--- src/rtl/mem_access_ctrl_pkg.sv ---
// Shared encodings and default widths for the load/store controller.
// Op and state codes are kept as plain constants so older users can keep using them.
package mem_access_ctrl_pkg;

    localparam int DEF_ADDR_W = 8;
    localparam int DEF_DATA_W = 32;

    localparam logic [1:0] OP_RD   = 2'b00;
    localparam logic [1:0] OP_WR   = 2'b01;
    localparam logic [1:0] OP_WIPE = 2'b10;
    localparam logic [1:0] OP_RSV  = 2'b11;

    localparam logic [1:0] ST_IDLE   = 2'd0;
    localparam logic [1:0] ST_ACCESS = 2'd1;
    localparam logic [1:0] ST_RESP   = 2'd2;

endpackage

--- src/rtl/mem_access_ctrl_sat_counter.sv ---
// Saturating up-counter used for the access statistics.
// Once it reaches all-ones it holds there until reset.
module sat_counter #(
    parameter int W = 16
) (
    input  logic         clk,
    input  logic         clr,
    input  logic         en,
    output logic [W-1:0] cnt
);

    always_ff @(posedge clk or negedge clr) begin
        if (!clr) begin
            cnt <= '0;
        end else if (en && (cnt != {W{1'b1}})) begin
            cnt <= cnt + 1'b1;
        end
    end

endmodule

--- src/rtl/mem_access_ctrl.sv ---
// Load/store controller between the execute stage and the word-addressed data RAM.
// One request in flight; registered RAM pins are stable half a cycle before the RAM's negedge.
//
// state     | meaning
// ----------+-------------------------------------------------------------
// ST_IDLE   | req_ready high, waiting for a request
// ST_ACCESS | one cycle: RAM acts at mid-cycle negedge (ce low if rejected)
// ST_RESP   | rsp_valid held until rsp_ready
module mem_access_ctrl
    import mem_access_ctrl_pkg::*;
#(
    parameter int ADDR_W = DEF_ADDR_W,
    parameter int DATA_W = DEF_DATA_W,
    parameter int CPU_AW = 32,
    parameter int CNT_W  = 16
) (
    input  logic              clk,
    input  logic              clr,
    input  logic              req_valid,
    output logic              req_ready,
    input  logic [1:0]        req_op,
    input  logic [CPU_AW-1:0] req_addr,
    input  logic [DATA_W-1:0] req_wdata,
    output logic              rsp_valid,
    input  logic              rsp_ready,
    output logic [DATA_W-1:0] rsp_rdata,
    output logic              rsp_err,
    output logic              ram_ce,
    output logic              ram_rw,
    output logic              ram_clr,
    output logic [ADDR_W-1:0] ram_mar,
    output logic [DATA_W-1:0] ram_din,
    input  logic [DATA_W-1:0] ram_dout,
    output logic [CNT_W-1:0]  rd_cnt,
    output logic [CNT_W-1:0]  wr_cnt,
    output logic [CNT_W-1:0]  err_cnt
);

    logic [1:0] state;
    logic [1:0] op_q;
    logic       err_q;
    logic       req_bad;
    logic       rd_en;
    logic       wr_en;
    logic       err_en;

    assign req_bad = (req_addr[CPU_AW-1:ADDR_W] != '0) || (req_op == OP_RSV);

    assign rd_en  = (state == ST_ACCESS) && !err_q && (op_q == OP_RD);
    assign wr_en  = (state == ST_ACCESS) && !err_q && (op_q == OP_WR);
    assign err_en = (state == ST_ACCESS) && err_q;

    // Rejected requests also spend one cycle in ACCESS (with ce low) so that
    // errors and real accesses share the same one-cycle response latency.
    always_ff @(posedge clk or negedge clr) begin
        if (!clr) begin
            state     <= ST_IDLE;
            op_q      <= OP_RD;
            err_q     <= 1'b0;
            req_ready <= 1'b1;
            rsp_valid <= 1'b0;
            rsp_rdata <= '0;
            rsp_err   <= 1'b0;
            ram_ce    <= 1'b0;
            ram_rw    <= 1'b1;
            ram_clr   <= 1'b1;
            ram_mar   <= '0;
            ram_din   <= '0;
        end else begin
            case (state)
                ST_IDLE: begin
                    if (req_valid) begin
                        req_ready <= 1'b0;
                        op_q      <= req_op;
                        err_q     <= req_bad;
                        state     <= ST_ACCESS;
                        if (!req_bad) begin
                            ram_ce  <= 1'b1;
                            ram_mar <= req_addr[ADDR_W-1:0];
                            ram_din <= req_wdata;
                            ram_rw  <= (req_op != OP_WR);
                            ram_clr <= (req_op != OP_WIPE);
                        end
                    end
                end
                ST_ACCESS: begin
                    // ram_dout is only looked at when a read actually drove the bus
                    if (!err_q && (op_q == OP_RD)) begin
                        rsp_rdata <= ram_dout;
                    end else begin
                        rsp_rdata <= '0;
                    end
                    ram_ce    <= 1'b0;
                    ram_clr   <= 1'b1;
                    ram_rw    <= 1'b1;
                    rsp_valid <= 1'b1;
                    rsp_err   <= err_q;
                    state     <= ST_RESP;
                end
                ST_RESP: begin
                    if (rsp_ready) begin
                        rsp_valid <= 1'b0;
                        req_ready <= 1'b1;
                        state     <= ST_IDLE;
                    end
                end
                default: begin
                    state     <= ST_IDLE;
                    req_ready <= 1'b1;
                    rsp_valid <= 1'b0;
                    ram_ce    <= 1'b0;
                    ram_clr   <= 1'b1;
                    ram_rw    <= 1'b1;
                end
            endcase
        end
    end

    sat_counter #(.W(CNT_W)) u_rd_cnt (
        .clk (clk),
        .clr (clr),
        .en  (rd_en),
        .cnt (rd_cnt)
    );

    sat_counter #(.W(CNT_W)) u_wr_cnt (
        .clk (clk),
        .clr (clr),
        .en  (wr_en),
        .cnt (wr_cnt)
    );

    sat_counter #(.W(CNT_W)) u_err_cnt (
        .clk (clk),
        .clr (clr),
        .en  (err_en),
        .cnt (err_cnt)
    );

endmodule
--- config.mk ---
export PLATFORM = sky130hd
export DESIGN_NAME = mem_access_ctrl
export DESIGN_NICKNAME = d
export VERILOG_FILES = /design/src/rtl/mem_access_ctrl_pkg.sv /design/src/rtl/mem_access_ctrl_sat_counter.sv /design/src/rtl/mem_access_ctrl.sv
export SDC_FILE = /design/constraint.sdc
export NUM_CORES = 1
export LEC_CHECK = 0
export ABC_AREA = 1
export CELL_PAD_IN_SITES_DETAIL_PLACEMENT = 1
export CELL_PAD_IN_SITES_GLOBAL_PLACEMENT = 2
export CORE_ASPECT_RATIO = 1.2
export CORE_UTILIZATION = 27
export DETAILED_ROUTE_END_ITERATION = 10
export HOLD_SLACK_MARGIN = 0.05
export PLACE_DENSITY = 0.95
export SKIP_CTS_REPAIR_TIMING = 1
export SYNTH_ARGS = -nofsm -noshare
export SYNTH_HDL_FRONTEND = slang
export SYNTH_SLANG_ARGS = --single-unit
--- constraint.sdc ---
create_clock -name clk -period 4.35 [get_ports clk]
set_input_delay 0.87 -clock clk [delete_from_list [all_inputs] [get_ports clk]]
set_output_delay 0.87 -clock clk [all_outputs]
set_load 0.05 [all_outputs]
==> flow_summary.json, run 1 <==
{
  "die_x_microns": 140,
  "nNetsFinal": 1093,
  "drive_gt1_share_pct": 4.80,
  "layout_setup_ws_ps": 1680,
  "ant_nets": 0,
  "clock_latency_ps": 420,
  "avgSynthCellArea_sq_um": 8.14,
  "grt_max_degree": 112,
  "cap_violations": 0,
  "drtIter0Drc": 254,
  "numPortBuffers": 227,
  "initial_core_util_pct": 27.6,
  "dp_cells": 1248,
  "grt-ovfl-total": 0,
  "die_area_sq_um": 23600,
  "ys_types": 23,
  "switching_share_pct": 31.0,
  "crit_fanout": 2,
  "path_buf_inv": 1,
  "crit_required_ps": 3480,
  "cellPowerDensity_nw_per_um2": 382,
  "p_int_w": 0.00248,
  "max_stage_delay_ps": 860,
  "finalMaxSlewViolations": 0,
  "fill_cells": 2661,
  "cts_inserted_buffers": 17,
  "place_ws_ps": 1400,
  "critical_path.cell_chain": "clkdlybuf4s50_1",
  "rows": 60,
  "syn_nets": 868,
  "synth_edf_count": 0,
  "setup_viol": 0,
  "min_period_ps": 2670,
  "hold_viol": 0,
  "rrSetupSlack_ps": 1730,
  "dpl.hpwl_microns": 14700,
  "tns_ps": 0,
  "drtPass1Iterations": 4,
  "synthCells": 763,
  "drc": 0,
  "antenna_found_initial": 2,
  "arrival_ps": 1800,
  "h-tree-depth": 4,
  "wl_microns": 20600,
  "track_usage_pct": 18.2,
  "max-vdd-ir-drop_v": 0.000258,
  "max-slew-margin-rel_pct": 27.3,
  "clk_pin_slew_ps": 60,
  "seqPwrFrac_pct": 38.0,
  "cts_tree": "built",
  "finish.utilization_pct": 41.7,
  "ys_warn_count": 0,
  "layout.cells.non_filler": 1282,
  "combPwrFrac_pct": 18.5,
  "synthFlopType": "dfrtp_1",
  "status": "finished, final reports clean",
  "io_pins": 228,
  "clkPwrFrac_pct": 43.5,
  "crit_path_top_delay_cell": "clkdlybuf4s50_1",
  "syn_area_sq_um": 6210,
  "hp-class": "reg -> reg",
  "routed_via_density": 4.72,
  "critPathKind": "reg -> out",
  "period_share_pct": 61.4,
  "rsz0062_at_grt": "false",
  "synth_seq_cells": 131,
  "grt_pass1_wl_microns": 33600,
  "wl_per_cell_microns": 16.0,
  "fp.dieH_microns": 168,
  "power.switching_w": 0.00112,
  "power_leakage_nw": 4.43,
  "grt_pass1_vias": 6420,
  "start_kind": "flop",
  "layout_common_cells": "nand2_1 (297), clkdlybuf4s50_1 (226), dfrtp_1 (128), nand3_1 (70), nor2_1 (64)",
  "finClkSkew_ps": 12.1,
  "ys_seq_area_share_pct": 52.8,
  "gp_congestion": 0.829,
  "async_flop_share_pct": 100,
  "cts_root_buf": "clkbuf_16",
  "coreArea_sq_um": 22500,
  "crit_family": "buffers and inverters",
  "post_dp_cell_area_sq_um": 8760,
  "via_count": 6054,
  "end_kind": "primary output",
  "final_area_sq_um": 9400,
  "syn_to_final_growth_pct": 51.3,
  "mostFrequentLayoutCell": "nand2_1",
  "tightestPinTransition_ps": 1090,
  "cts.sinks": 131,
  "clockBufferDepth": 2,
  "fmax_mhz": 374
}
## state kept, by name, indices dropped and copies added, names as in the netlist
signal and count:
ram_clr 1, ram_din 32, rsp_valid 1, op_q 2
ram_mar 8, err_q 1, rsp_rdata 32, state 2
req_ready 1, rsp_err 1, u_rd_cnt.cnt 16, ram_rw 1
ram_ce 1, u_err_cnt.cnt 16, u_wr_cnt.cnt 16
## layer usage
metal | GRT usage [%] | wire length, microns
met5 | 0 | 0
met4 | 6.29 | 425
met3 | 4.69 | 1030
met2 | 32.3 | 10600
met1 | 21.1 | 8510
## final timing paths
kind	to	cells past startpoint	startpoint
max in group asynchronous	u_err_cnt.cnt[0]	2	clr
min reg2reg	ram_mar[6]	2	ram_mar[6]
max reg2reg	u_rd_cnt.cnt[15]	9	state[0]
min	ram_mar[6]	2	ram_mar[6]
min in group asynchronous	rsp_rdata[21]	1	clr
max	req_ready	1	req_ready
## cell type report
type / count / area, sq um / area share, %
tap: 279 / 349 / 3.71
antenna: 2 / 5.00 / 0.0532
clock inverter: 14 / 201 / 2.14
multi-input combinational: 549 / 2610 / 27.8
inverter: 58 / 218 / 2.32
sequential: 131 / 3280 / 34.9
clock buffer: 18 / 429 / 4.57
timing repair buffer: 231 / 2300 / 24.5
## power by group through the flow
stage | Clock, W | Sequential [W] | Combinational (W)
floorplan | 0 | 0.00151 | 0.000238
global placement | 0 | 0.00138 | 0.000657
detailed placement | 0 | 0.00139 | 0.000677
CTS | 0.00161 | 0.00137 | 0.000677
global route | 0.00167 | 0.00138 | 0.000728
finish | 0.00156 | 0.00137 | 0.000663
## through the flow
step	power [W]	hold WS, ps
after floorplan	0.00175	495
after global placement	0.00204	462
after detailed placement	0.00206	469
after CTS	0.00365	485
after global routing	0.00377	510
final	0.00359	479
## logic make-up (layout without fill, tap and decap cells)
| group | Yosys count | after routing | share of synthesized area (%) |
|---|---|---|---|
| DFF | 131 | 131 | 52.8 |
| buffers and inverters | 83 | 321 | 5.34 |
| AOI/OAI and AO/OA | 54 | 54 | 6.28 |
| other | 0 | 2 | 0 |
| xor gates and xnor gates | 31 | 31 | 4.37 |
| adders and majority gates | 3 | 3 | 0.604 |
| and+or+nand+nor | 461 | 461 | 30.6 |
## Yosys cell counts (5+ instances only)
| master | instances | area share, % |
|---|---|---|
| nand2_1 | 297 | 18 |
| nor3_1 | 6 | 0.48 |
| nand3_1 | 71 | 5.7 |
| xor2_1 | 13 | 1.8 |
| o21ai_0 | 20 | 1.6 |
| and2_1 | 6 | 0.60 |
| dfrtp_1 | 128 | 52 |
| clkbuf_1 | 13 | 0.79 |
| nand3b_1 | 6 | 0.73 |
| buf_2 | 10 | 0.81 |
| nor2_1 | 65 | 3.9 |
| xnor2_1 | 18 | 2.5 |
| a22o_1 | 32 | 4.5 |
| nand4_1 | 5 | 0.50 |
| inv_1 | 56 | 3.4 |
No activity file was read; power rests on OpenSTA's default activity.
==> inputs of run 2 (changes only) <==
--- a/config.mk
+++ b/config.mk
@@ -9,10 +9,10 @@
 export CELL_PAD_IN_SITES_DETAIL_PLACEMENT = 1
 export CELL_PAD_IN_SITES_GLOBAL_PLACEMENT = 2
 export CORE_ASPECT_RATIO = 1.2
-export CORE_UTILIZATION = 27
+export CORE_UTILIZATION = 25
 export DETAILED_ROUTE_END_ITERATION = 10
 export HOLD_SLACK_MARGIN = 0.05
-export PLACE_DENSITY = 0.95
+export PLACE_DENSITY = 0.92
 export SKIP_CTS_REPAIR_TIMING = 1
 export SYNTH_ARGS = -nofsm -noshare
 export SYNTH_HDL_FRONTEND = slang
==> constraint.sdc (replaced) <==
create_clock -name clk -period 2.62 [get_ports clk]
set_input_delay 0.524 -clock clk [delete_from_list [all_inputs] [get_ports clk]]
set_output_delay 0.524 -clock clk [all_outputs]
set_load 0.05 [all_outputs]
==> run 2 against run 1 <==
Clock power rose by 65%. Clock skew fell by 1.9 ps. Global-route usage shrank 1.5 points. Sequential cell count unchanged. Core utilization fell by 2.4 points. Non-clock buffer count up 7. Die area is 7.9% higher. Critical path depth did not move. Worst setup slack worse by 1400 ps. Critical endpoint is now ram_rw. Largest power group unchanged. Highest routed layer is now met5.
==> flow_summary.json, run 2 (same netlist as run 1, synthesis figures left out) <==
{
  "power_leakage_nw": 4.47,
  "status": "finished, final reports clean",
  "ant_nets": 0,
  "grt-ovfl-total": 0,
  "cellPowerDensity_nw_per_um2": 626,
  "wl_per_cell_microns": 15.4,
  "min_period_ps": 2310,
  "fmax_mhz": 433,
  "io_pins": 228,
  "period_share_pct": 88.1,
  "critPathKind": "reg -> out",
  "drc": 0,
  "die_x_microns": 146,
  "path_buf_inv": 1,
  "hp-class": "reg -> reg",
  "finalMaxSlewViolations": 0,
  "arrival_ps": 1780,
  "syn_to_final_growth_pct": 53.1,
  "worstSetupPathDepth": 1,
  "grt_pass1_wl_microns": 33400,
  "coreArea_sq_um": 24200,
  "nNetsFinal": 1100,
  "cts_inserted_buffers": 17,
  "max-vdd-ir-drop_v": 0.000403,
  "tns_ps": 0,
  "max-slew-margin-rel_pct": 59.6,
  "routed_via_density": 4.48,
  "crit_path_top_delay_cell": "clkdlybuf4s50_1",
  "hold_viol": 0,
  "critical_path.cell_chain": "clkdlybuf4s50_1",
  "max_stage_delay_ps": 830,
  "wl_microns": 20400,
  "via_count": 5951,
  "grt_max_degree": 57,
  "switching_share_pct": 30.7,
  "finClkSkew_ps": 10.2,
  "track_usage_pct": 16.6,
  "crit_fanout": 2,
  "fp.dieH_microns": 175,
  "clockBufferDepth": 2,
  "tightestPinTransition_ps": 601,
  "setup_viol": 0,
  "cts_root_buf": "clkbuf_16",
  "drtIter0Drc": 142,
  "drtPass1Iterations": 4,
  "rsz0062_at_grt": "false",
  "gp_congestion": 0.792,
  "combPwrFrac_pct": 18.8,
  "clkPwrFrac_pct": 43.2,
  "antenna_found_initial": 1,
  "h-tree-depth": 4,
  "seqPwrFrac_pct": 38.1,
  "rows": 62,
  "p_int_w": 0.00412,
  "die_area_sq_um": 25500,
  "antenna_cells": 0,
  "numPortBuffers": 227,
  "crit_family": "buffers and inverters",
  "mostFrequentLayoutCell": "nand2_1",
  "cts_tree": "built",
  "drive_gt1_share_pct": 5.36,
  "top_regs": "ram_din x32, rsp_rdata x32",
  "power.switching_w": 0.00183,
  "start_kind": "flop",
  "hold_path_depth": 2,
  "dpl.hpwl_microns": 15100,
  "end_kind": "primary output",
  "cap_violations": 0,
  "layout_common_cells": "nand2_1 (297), clkdlybuf4s50_1 (226), dfrtp_1 (128), nand3_1 (70), nor2_1 (64)",
  "clk_pin_slew_ps": 60,
  "whs_ps": 477,
  "clock_latency_ps": 420,
  "crit_required_ps": 2100,
  "grt_pass1_vias": 6337,
  "initial_core_util_pct": 25.7,
  "cts.sinks": 131,
  "reg2reg_depth": 10
}
==> run 2: path summary, 6_finish.rpt <==
kind | start | end | slack (ps)
worst max-delay path | ram_rw | ram_rw | 310
worst min-delay path | ram_mar[0] | ram_mar[0] | 480
worst max register to register | u_rd_cnt.cnt[0] | u_rd_cnt.cnt[9] | 600
worst min register to register | ram_mar[0] | ram_mar[0] | 480
max in group asynchronous | clr | req_ready | 1400
min in group asynchronous | clr | u_wr_cnt.cnt[11] | 530
==> run 2: layout make-up <==
| type | instances | area (sq um) |
|---|---|---|
| Fill cell | 2835 | 14700 |
| Sequential cell | 131 | 3280 |
| Multi-Input combinational cell | 549 | 2610 |
| Timing Repair Buffer | 238 | 2370 |
| Clock buffer | 18 | 429 |
| Tap cell | 320 | 400 |
| Inverter | 58 | 218 |
| Clock inverter | 14 | 201 |
==> run 2: power by group through the flow <==
| stage | clock network, W | logic (W) | registers, W |
|---|---|---|---|
| 2_1_floorplan | 0 | 0.000395 | 0.00251 |
| 3_3_place_gp | 0 | 0.00112 | 0.00230 |
| 3_5_place_dp | 0 | 0.00113 | 0.00230 |
| 4_1_cts | 0.00264 | 0.00114 | 0.00227 |
| 5_1_grt | 0.00273 | 0.00122 | 0.00228 |
| 6_report | 0.00257 | 0.00112 | 0.00226 |
==> run 2: worst reg2reg max path, stage by stage, from the launching register on <==
cell     delay (ps)
dfrtp_1         430
ha_1            240
nand3_1         120
inv_1            90
nand2_1         130
inv_1           100
nand2_1         110
nand2_2         310
inv_2           210
nand2_1         120
nand2_1          50
==> run 2: stage by stage <==
step | cell area, sq um | setup slack [ps] | util (%) | total power [W] | std cells
finish | 9510 | 311 | 39.3 | 0.00595 | 1328
floorplan | 6210 | 636 | - | 0.00291 | 763
global route | 9510 | 224 | 39.3 | 0.00623 | 1328
detailed placement | 8870 | 502 | 36.7 | 0.00343 | 1295
global placement | 8870 | 554 | 36.7 | 0.00341 | 1295
CTS | 9500 | 277 | 39.3 | 0.00604 | 1327
==> run 2: metal layers <==
layer  track usage, %  vias up  share of wire [%]  routed length (microns)
li1                 -     2887                  -                        -
met1             19.2     2887                 42                     8580
met2             29.6      157                 51                    10400
met3             5.12       18                5.9                     1200
met4             4.30        2                1.2                      247
met5                0        -              0.059                       12
==> patch: new RTL, flow settings as in run 1 <==
Register the output `err_cnt`, cleared by the reset; this adds one clock of latency there. The other outputs are not delayed to match.
--- a/src/rtl/mem_access_ctrl.sv
+++ b/src/rtl/mem_access_ctrl.sv
@@ -35,6 +35,8 @@
     output logic [CNT_W-1:0]  wr_cnt,
     output logic [CNT_W-1:0]  err_cnt
 );
+
+    logic [CNT_W-1:0] err_cnt_d;
 
     logic [1:0] state;
     logic [1:0] op_q;
@@ -134,7 +136,15 @@
         .clk (clk),
         .clr (clr),
         .en  (err_en),
-        .cnt (err_cnt)
+        .cnt (err_cnt_d)
     );
 
+    always_ff @(posedge clk or negedge clr) begin
+        if (!clr) begin
+            err_cnt <= '0;
+        end else begin
+            err_cnt <= err_cnt_d;
+        end
+    end
+
 endmodule
Check against the original RTL: not equivalent (a bounded check fails within 4 cycles, from zero or initial values).
==> patch against run 1 <==
Final area increased by 4.2%; count of clock-buffer cells in the layout unchanged; total power decreased by 0.15%; sequential cell count increased by 16; routed wire length decreased by 1.1%; die area increased by 6.7%; setup slack improved by 24 ps; worst hold slack got worse by 30 ps; via count decreased by 0.51%; area after synthesis increased by 6.8%; critical path type unchanged; critical endpoint unchanged.
==> patch: results (changes against run 1) <==
[logic_synthesis]
synth_flop_cell = dfrtp_1
synth.top_cells.by_area = dfrtp_1, nand2_1, nand3_1
synthTopCellsByCount = nand2_1, dfrtp_1, nand3_1, nor2_1, inv_1
async_flop_share_pct = 100  ; unchanged
syn_avg_cell_area_um2 = 8.50  ; +4.4%
ys_types = 26  ; +13%
synth_nets = 885  ; +2.0%
ys_seq_area_share_pct = 55.5  ; +2.7 points
yosysMostFrequentCell = nand2_1

[placed_design]
numPortBuffers = 227  ; unchanged
dpl-instance-area_um2 = 9230  ; +5.4%
place_hpwl_um = 14200  ; -3.7%
pre_cts_ws_ps = 1830  ; +431 ps
dp_cells = 1307  ; +4.7%
place_congestion = 0.793  ; -4.4%

[global_route]
grt_max_degree = 85  ; -24%
use_met2_pct = 29.7  ; -2.6 points
grt_util_all_layers_pct = 16.8  ; -1.3 points
use_met3_pct = 3.82  ; -0.88 points
grtUsageMet1_pct = 19.5  ; -1.6 points
grt_pass1_vias = 6433  ; +0.20%
grt_pass1_wl_um = 33700  ; +0.47%
antenna_found_initial = 0  ; -2

[clocking]
clockBufferDepth = 2  ; unchanged
htreeDepth = 4  ; unchanged
cts_inserted_buffers = 17  ; unchanged
clk_latency_ps = 430

[sta]
finClkSkew_ps = 8.33  ; -3.76 ps
hold_violations = 0  ; unchanged
max_slew.worst_pin.slew_ps = 801  ; -289 ps

[pwr]
p_leak_nw = 4.63  ; +4.5%
ir_drop_v = 0.000256  ; -0.82%
internal_power_mw = 2.50  ; +1.0%

[critical_path]
cpPeakStageDelay_ps = 810  ; -50 ps
arrival_ps = 1780  ; -20 ps
worst-path-max-fanout = 2  ; unchanged

[detailed_routing]
routed_wl_um = 20300  ; -1.1%
drt_first_pass_iters = 4  ; unchanged
drt-initial-drc-count = 243  ; -4.3%
viasPerCell = 4.50  ; -4.6%

[finish]
fin_cells = 1337  ; +4.3%
layout-drive-gt1-share_pct = 5.01  ; +0.22 points
diodes = 0  ; -2
fin_nets = 1111  ; +1.6%
top_regs = ram_din: 32 flops, rsp_rdata: 32 flops

[status]
status = finished clean

==> patch: cells by family (layout without fill, tap and decap cells) <==
logic type | after synthesis | in the layout | share of synthesized area [%]
DFF | 147 | 147 | 55.5
xor gates and xnor gates | 31 | 31 | 4.09
buffers and inverters | 80 | 317 | 5.00
adders and majority gates | 3 | 3 | 0.566
and+or+nand+nor | 470 | 470 | 29.3
AOI/OAI and AO/OA | 49 | 49 | 5.55
==> patch: final cells by class <==
cell class | instances | area [um^2]
inverter | 55 | 206
multi-input combinational | 553 | 2620
timing repair buffer | 232 | 2320
tap | 320 | 400
clock buffer | 18 | 429
sequential | 147 | 3680
fill | 2848 | 14300
clock inverter | 12 | 133
==> patch: worst paths after layout <==
path | cells after the start | endpoint | start | slack [ps]
worst max-delay path | 1 | req_ready | req_ready | 1700
worst min register to register | 0 | err_cnt[11] | u_err_cnt.cnt[11] | 450
worst min-delay path | 0 | err_cnt[11] | u_err_cnt.cnt[11] | 450
max in group asynchronous | 2 | err_cnt[9] | clr | 3050
worst max register to register | 8 | u_rd_cnt.cnt[7] | state[1] | 2240
min in group asynchronous | 1 | u_rd_cnt.cnt[6] | clr | 500
==> patch: layer usage <==
| metal | routed length [um] | vias to the layer above |
|---|---|---|
| met2 | 10400 | 152 |
| li1 | - | 2907 |
| met1 | 8550 | 2937 |
| met3 | 971 | 27 |
| met5 | 0 | - |
| met4 | 449 | 0 |
==> patch: power by group through the flow <==
| stage | logic (mW) | clock network [mW] | registers, mW |
|---|---|---|---|
| 6_report | 0.615 | 1.44 | 1.53 |
| 5_1_grt | 0.673 | 1.53 | 1.54 |
| 4_1_cts | 0.629 | 1.49 | 1.53 |
| 3_5_place_dp | 0.626 | 0 | 1.56 |
| 3_3_place_gp | 0.618 | 0 | 1.55 |
| 2_1_floorplan | 0.224 | 0 | 1.67 |
